**config.mk**
```make
export PLATFORM = sky130hd
export DESIGN_NAME = muldiv_unit
export DESIGN_NICKNAME = d
export VERILOG_FILES = /design/src/rtl/muldiv_unit.sv
export SDC_FILE = /design/constraint.sdc
export NUM_CORES = 2
export LEC_CHECK = 0
export CORE_ASPECT_RATIO = 1.5
export CORE_MARGIN = 5
export CORE_UTILIZATION = 55
export DETAILED_ROUTE_END_ITERATION = 10
export HOLD_SLACK_MARGIN = 0.1
export PLACE_DENSITY = 0.74
export SLEW_MARGIN = 15
export SYNTH_ARGS = -nofsm -noshare
export SYNTH_HDL_FRONTEND = slang
export SYNTH_SLANG_ARGS = --single-unit
```
**constraint.sdc**
```tcl
create_clock -name clk -period 6.6 [get_ports clk]
set_input_delay 0.99 -clock clk [delete_from_list [all_inputs] [get_ports clk]]
set_output_delay 0.99 -clock clk [all_outputs]
set_load 0.05 [all_outputs]
```
**src/rtl/muldiv_unit.sv**
```systemverilog
// muldiv_unit: multi-cycle RV64M multiply/divide engine for the execute stage.
//   Covers MUL/DIV/DIVU/REM/REMU and their *W word forms. A shift-add multiplier
//   and a restoring divider are sequenced by one shared FSM
//   (IDLE -> MUL | DIV | DONE -> DONE -> IDLE).
//
// Build option:
//   MULDIV_FAST_MUL_EN  when defined, MUL/MULW use a single-cycle '*' product and
//                       complete one cycle after accept. The divider is unchanged.
//                       When undefined, the iterative multiplier is used and no
//                       '*' operator appears in the design.
//
// Parameters:
//   MUL_STEP  multiplier bits retired per cycle (1, 2 or 4)
//   XLEN      datapath width (64 only)
//
// Ports:
//   clk      rising-edge clock
//   reset    synchronous, active-high; returns to IDLE and clears result
//   valid_i  request present; held stable with operands until done
//   flush    kills any in-flight op; wins over valid_i in IDLE
//   funct3   000 MUL, 100 DIV, 101 DIVU, 110 REM, 111 REMU (others -> result 0)
//   word     1 = 32-bit form, result sign-extended from bit 31
//   src_a    dividend / multiplicand
//   src_b    divisor / multiplier
//   busy     high from the cycle after accept through the done cycle
//   done     one-cycle pulse, result valid
//   result   final value, held until the next done
module muldiv_unit #(
  parameter int MUL_STEP = 1,
  parameter int XLEN     = 64
) (
  input  logic            clk,
  input  logic            reset,
  input  logic            valid_i,
  input  logic            flush,
  input  logic [2:0]      funct3,
  input  logic            word,
  input  logic [XLEN-1:0] src_a,
  input  logic [XLEN-1:0] src_b,
  output logic            busy,
  output logic            done,
  output logic [XLEN-1:0] result
);

  localparam int STEP_SH = $clog2(MUL_STEP);

  typedef enum logic [1:0] {S_IDLE, S_MUL, S_DIV, S_DONE} state_t;
  state_t state_q, state_d;

  function automatic logic [XLEN-1:0] sext_word(input logic [XLEN-1:0] v);
    return {{(XLEN-32){v[31]}}, v[31:0]};
  endfunction

  function automatic logic [XLEN-1:0] cond_neg(input logic [XLEN-1:0] v, input logic neg);
    return neg ? (~v + XLEN'(1)) : v;
  endfunction

  // Accept-time decode: operand extension, magnitudes, special cases
  logic                   is_mul, is_div, is_uns, accept;
  logic                   a_min, b_neg1, b_zero, ovf, sign_a, sign_b;
  logic signed [XLEN-1:0] ext_a, ext_b;
  logic [XLEN-1:0]        mag_a, mag_b;
  logic [6:0]             w_bits, cnt_load;

  always_comb begin
    is_mul = (funct3 == 3'b000);
    is_div = funct3[2];
    is_uns = is_div & funct3[0];
    accept = (state_q == S_IDLE) & valid_i & ~flush;
    if (word) begin
      ext_a  = is_uns ? {{(XLEN-32){1'b0}}, src_a[31:0]} : sext_word(src_a);
      ext_b  = is_uns ? {{(XLEN-32){1'b0}}, src_b[31:0]} : sext_word(src_b);
      a_min  = (src_a[31:0] == 32'h8000_0000);
      b_neg1 = (src_b[31:0] == 32'hFFFF_FFFF);
      w_bits = 7'd32;
    end else begin
      ext_a  = src_a;
      ext_b  = src_b;
      a_min  = (src_a == {1'b1, {(XLEN-1){1'b0}}});
      b_neg1 = (src_b == {XLEN{1'b1}});
      w_bits = 7'd64;
    end
    b_zero   = (ext_b == '0);
    sign_a   = ~is_uns & ext_a[XLEN-1];
    sign_b   = ~is_uns & ext_b[XLEN-1];
    ovf      = is_div & ~is_uns & a_min & b_neg1;
    mag_a    = cond_neg(ext_a, sign_a);
    mag_b    = cond_neg(ext_b, sign_b);
    cnt_load = (is_mul ? (w_bits >> STEP_SH) : w_bits) - 7'd1;
  end

  // Ops resolved without iterating; their result is written at accept
  logic            spec_hit;
  logic [XLEN-1:0] spec_res;

  always_comb begin
    spec_hit = 1'b0;
    spec_res = '0;
    if (!is_mul && !is_div) begin
      spec_hit = 1'b1;
    end else if (is_div && b_zero) begin
      spec_hit = 1'b1;
      spec_res = funct3[1] ? ext_a : {XLEN{1'b1}};
    end else if (ovf) begin
      spec_hit = 1'b1;
      spec_res = funct3[1] ? '0 : ext_a;
    end
`ifdef MULDIV_FAST_MUL_EN
    else if (is_mul) begin
      spec_hit = 1'b1;
      spec_res = ext_a * ext_b;
    end
`endif
    if (word) spec_res = sext_word(spec_res);
  end

  // Iteration registers (data only; control below carries the reset)
  logic [XLEN-1:0] acc_q, mcand_q, mplier_q, quo_q, rem_q, dvsr_q;
  logic [6:0]      cnt_q;
  logic            word_q, want_rem_q, neg_quo_q, neg_rem_q;

  logic [XLEN-1:0] acc_n, mcand_n, mplier_n, quo_n, rem_n;
  logic [XLEN:0]   rem_sh, rem_diff;
  logic            fits;
  logic [XLEN-1:0] div_raw, mul_res, div_res;

  always_comb begin
    acc_n    = acc_q;
    mcand_n  = mcand_q;
    mplier_n = mplier_q;
    for (int k = 0; k < MUL_STEP; k++) begin
      if (mplier_n[0]) acc_n = acc_n + mcand_n;
      mcand_n  = mcand_n << 1;
      mplier_n = mplier_n >> 1;
    end
    // Restoring step: the partial remainder stays below the divisor, so one
    // extra bit is enough and the borrow out of it is the compare result.
    rem_sh   = {rem_q, quo_q[XLEN-1]};
    rem_diff = rem_sh - {1'b0, dvsr_q};
    fits     = ~rem_diff[XLEN];
    rem_n    = fits ? rem_diff[XLEN-1:0] : rem_sh[XLEN-1:0];
    quo_n    = {quo_q[XLEN-2:0], fits};
    div_raw  = want_rem_q ? cond_neg(rem_n, neg_rem_q) : cond_neg(quo_n, neg_quo_q);
    mul_res  = word_q ? sext_word(acc_n) : acc_n;
    div_res  = word_q ? sext_word(div_raw) : div_raw;
  end

  // FSM next state and result write
  logic            res_we;
  logic [XLEN-1:0] res_d;

  always_comb begin
    state_d = state_q;
    res_we  = 1'b0;
    res_d   = spec_res;
    case (state_q)
      S_IDLE: if (accept) begin
        if (spec_hit) begin
          state_d = S_DONE;
          res_we  = 1'b1;
        end else if (is_mul) begin
          state_d = S_MUL;
        end else begin
          state_d = S_DIV;
        end
      end
      S_MUL: if (cnt_q == 7'd0) begin
        state_d = S_DONE;
        res_we  = 1'b1;
        res_d   = mul_res;
      end
      S_DIV: if (cnt_q == 7'd0) begin
        state_d = S_DONE;
        res_we  = 1'b1;
        res_d   = div_res;
      end
      S_DONE:  state_d = S_IDLE;
      default: state_d = S_IDLE;
    endcase
    // A flushed op never writes result; a DONE-cycle flush still lets done pulse
    if (flush) begin
      state_d = S_IDLE;
      res_we  = 1'b0;
    end
  end

  always_ff @(posedge clk) begin
    if (reset) begin
      state_q <= S_IDLE;
      result  <= '0;
    end else begin
      state_q <= state_d;
      if (res_we) result <= res_d;
    end
  end

  always_ff @(posedge clk) begin
    if (accept) begin
      acc_q      <= '0;
      mcand_q    <= ext_a;
      mplier_q   <= ext_b;
      // Word dividends are pre-shifted so the MSB of the 32-bit value leads
      quo_q      <= word ? (mag_a << 32) : mag_a;
      rem_q      <= '0;
      dvsr_q     <= mag_b;
      cnt_q      <= cnt_load;
      word_q     <= word;
      want_rem_q <= funct3[1];
      neg_quo_q  <= sign_a ^ sign_b;
      neg_rem_q  <= sign_a;
    end else if (state_q == S_MUL) begin
      acc_q    <= acc_n;
      mcand_q  <= mcand_n;
      mplier_q <= mplier_n;
      cnt_q    <= cnt_q - 7'd1;
    end else if (state_q == S_DIV) begin
      quo_q <= quo_n;
      rem_q <= rem_n;
      cnt_q <= cnt_q - 7'd1;
    end
  end

  assign busy = (state_q != S_IDLE);
  assign done = (state_q == S_DONE);

endmodule

```
==> summary.md <==
| Metric | Value |
|---|---|
| Combinational power share | `between 40% and 50%` |
| Period utilisation layout | `86.6%` |
| Total CTS buffers | `50` |
| Syn. warnings | `0` |
| Slew headroom | `around 22%` |
| Clock power frac | `~26%` |
| GRT overflow | `0` |
| First-pass GRT wire length | `just over 200,000 um` |
| Crit-path max FO | `13` |
| Clock Latency Late Sink | `roughly 0.63 ns` |
| Worst-Margin Slew | `between 1 and 1.5 ns` |
| Nets | `5,003` |
| Hpwl dp | `105,000 um` |
| Async S/R FF share, synth | `0%` |
| Critical Setup Path Class | `reg2reg` |
| Root Buffer | `clkbuf_16` |
| Unique masters post-synth | `approximately 110` |
| Leakage | `15.0 nW` |
| Sequential Power Share | `roughly a third` |
| Critical Path End Type | `flip-flop` |
| #FFs+latches synth | `between 400 and 500` |
| Hold buffers post-CTS | `0` |
| Detailed Route WL | `between 100,000 and 150,000 um` |
| Initial Utilization | `55.1%` |
| All-Layer GR Usage | `around 37%` |
| Wire per inst | `approximately 24 um` |
| MaxCap Viol Count | `0` |
| Vias per inst | `~6.6` |
| Cell Pwr Density | `280 mW/mm^2` |
| Port bufs | `201` |
| Pin count of the biggest net entering global routing | `120` |
| Layout area overhead | `11.4%` |
| Worst Skew | `about 0.017 ns` |
| Worst Path Required | `7.10 ns` |
| VDD IR max | `~200 uV` |
| Switching share of power | `around 40%` |
| Tmin final | `between 5 and 6 ns` |
| Achievable frequency | `around 170 MHz` |
| Initial antenna violation count | `3` |
| Critical path arrival | `between 6 and 7 ns` |
| Core area | `0.0665 mm^2` |
| PostCTS Resize Cnt | `0` |
| Routability congestion estimate from global placement | `~1.1` |
| DRT Pass-1 Iters | `6` |
| P_sw | `4.69 mW` |
| Seq/Total Area, Yosys | `32.5%` |
| Setup crit start kind | `flip-flop` |
| Post-synthesis cell count | `between 4,000 and 5,000` |
| Post-CTS setup buffers | `0` |
| CTS max path bufs | `3` |
| Cell Rows | `116` |
| Slew Viols, Final | `0` |
| Status | `completed` |
| Unrepaired setup endpoints after global routing | `false` |
| CTS Sinks | `about 460` |
| Number of setup violations in the final report | `0` |
| Layout cells sized above 1 | `under 10%` |
| Setup_tns | `0 ns` |
| # DRC | `0` |
| PnR worst setup slack | `a little under 0.9 ns` |
| Number of synthesized flops with an enable pin | `around 270` |
| Die area | `0.0720 mm^2` |
| Io pins | `202` |
| Cell internal pwr | `between 6 and 7 mW` |
| Via Count | `between 30,000 and 40,000` |
| Vias in the first global route | `34,600` |
| Die W | `221 um` |
| H-tree levels | `2` |
| Pwr Total | `11.4 mW` |
| Syn nets | `about 5,000` |
| Placed cell area | `between 0.03 and 0.04 mm^2` |
| DIE HEIGHT | `approximately 330 um` |
| Fin. Hold Viols | `0` |
| Design area | `between 0.04 and 0.05 mm^2` |
| CTS tree | `done` |
| Top_reg_cell synth | `edfxtp_1` |
| Post-Syn Area per Cell | `7.79 um^2` |
| Worst hold path class | `reg2reg` |
| Setup WS pre-CTS | `between 0.5 and 0.6 ns` |
| Post-route antenna net violation count | `0` |
| DRT iter0 DRCs | `about 4,400` |
| Clock Pin Slew Worst Setup and Hold Paths | `~0.060 ns` |
| Cell Area, Synth | `approximately 0.037 mm^2` |
[area by class of cell]
cell class | count | area, um^2
Multi-Input combinational cell | 3822 | 23100
Clock inverter | 28 | 283
Timing Repair Buffer | 272 | 2560
Clock buffer | 64 | 1370
Antenna cell | 2 | 5.00
Fill cell | 6187 | 25600
Tap cell | 885 | 1110
Sequential cell | 461 | 11900
Inverter | 122 | 469
[cells in the mapped netlist, drive strengths merged (10+ instances only)]
master / n / area share, %
a21boi: 10 / 0.20
buf: 60 / 0.87
xor2: 133 / 3.2
a21o: 54 / 1.1
and3: 17 / 0.29
a2111oi: 11 / 0.31
a21oi: 455 / 6.3
a41oi: 10 / 0.24
clkbuf: 238 / 2.4
xnor2: 194 / 4.6
o21ai: 427 / 5.9
a221oi: 19 / 0.52
nand2b: 29 / 0.50
mux2i: 80 / 2.2
or3: 50 / 0.85
nand3: 83 / 1.1
o31ai: 59 / 1.2
nand4: 67 / 1.2
or2: 14 / 0.24
nor2b: 26 / 0.46
and2: 32 / 0.55
o21a: 33 / 0.70
inv: 119 / 1.2
or4: 30 / 0.62
nand2: 724 / 7.4
o32ai: 10 / 0.24
a31oi: 35 / 0.63
o21bai: 18 / 0.37
mux2: 26 / 0.80
nor3: 117 / 1.6
a211oi: 117 / 2.4
o41ai: 26 / 0.69
nor4: 54 / 0.94
o22a: 12 / 0.29
o221ai: 17 / 0.41
o22ai: 13 / 0.22
edfxtp: 267 / 22
o211ai: 61 / 1.3
nor2: 477 / 4.9
dfxtp: 194 / 11
ha: 136 / 4.6
[path summary, 6_finish.rpt]
path / to / cells past startpoint / slack (ns) / start
hold / removal: result[14] / 2 / 0.46 / result[14]
hold reg to reg: result[14] / 2 / 0.46 / result[14]
setup reg to reg: result[58] / 17 / 0.88 / dvsr_q[0]
setup / recovery: result[58] / 17 / 0.88 / dvsr_q[0]
[sequential cells by signal, indices dropped and copies added, names as in the netlist]
name        flops
want_rem_q      1
dvsr_q         64
neg_quo_q       1
result         64
mcand_q        64
cnt_q           7
state_q         2
quo_q          64
neg_rem_q       1
rem_q          64
mplier_q       64
acc_q          64
word_q          1
[through the flow]
| stage | hold WS (ns) | util [%] | cells |
|---|---|---|---|
| final | 0.463 | 61.4 | 5656 |
| after CTS | 0.463 | 61.4 | 5654 |
| after floorplan | 0.449 | - | 4703 |
| after global routing | 0.479 | 61.4 | 5655 |
| after global placement | 0.444 | 58.9 | 5561 |
| after detailed placement | 0.449 | 58.9 | 5562 |
[per-layer routing]
metal / wire, um / vias up / GRT usage [%]
met4: 13000 / 0 / 27.0
met2: 63700 / 2063 / 59.9
met5: 0 / - / 0
met3: 12100 / 497 / 5.47
li1: - / 17200 / -
met1: 49600 / 17500 / 44.4
[cells by family (layout without fill, tap and decap cells)]
kind of cell	count (synthesis)	after routing	share of synthesized area, %
AO/OA/AOI/OAI	1488	1488	25.6
XOR/XNOR	327	327	7.82
adder cells (fa/ha/maj)	138	138	4.75
buffers and inverters	420	486	4.56
flip-flops	461	461	32.5
multiplexers	106	106	2.98
other	0	2	0
AND/OR/NAND/NOR	1763	1763	21.8
[power by group through the flow]
stage / logic [mW] / clock network [mW] / registers, mW
2_1_floorplan: 3.31 / 0 / 3.67
6_report: 4.76 / 2.96 / 3.72
4_1_cts: 4.62 / 2.98 / 3.70
5_1_grt: 5.13 / 3.08 / 3.74
3_5_place_dp: 4.58 / 0 / 3.76
3_3_place_gp: 4.55 / 0 / 3.75
[cells in the final DEF (no fill, tap or decap), types with 29 or more instances in the layout]
cell type	count
clkdlybuf4s50_1	200
and2_1	32
o21a_1	32
dfxtp_1	194
or4_1	29
a21oi_1	447
o21ai_0	401
xnor2_1	194
nor2_1	472
buf_4	69
nand2_1	723
a31oi_1	33
or3_1	49
o211ai_1	60
a21o_1	54
nor4_1	53
a211oi_1	117
clkbuf_16	51
ha_1	134
nand3_1	83
mux2i_1	80
nor3_1	115
xor2_1	133
o31ai_1	58
nand4_1	66
edfxtp_1	267
nand2b_1	29
inv_1	116
[worst max-delay path, cell delays in order, from the launching register on]
cell,delay (ns)
edfxtp_1,0.64
ha_1,0.29
fa_1,0.27
nor2b_4,0.07
o21a_1,0.17
or3_1,0.33
a221oi_1,0.42
nand4_1,0.21
or4b_1,0.57
nor4_1,0.39
a211oi_1,0.24
o211a_1,0.28
a221oi_4,0.41
a21o_1,0.54
buf_4,0.25
nor2_1,0.06
a221oi_1,0.30
a31oi_1,0.12
Power figures use the tool's default switching activity.
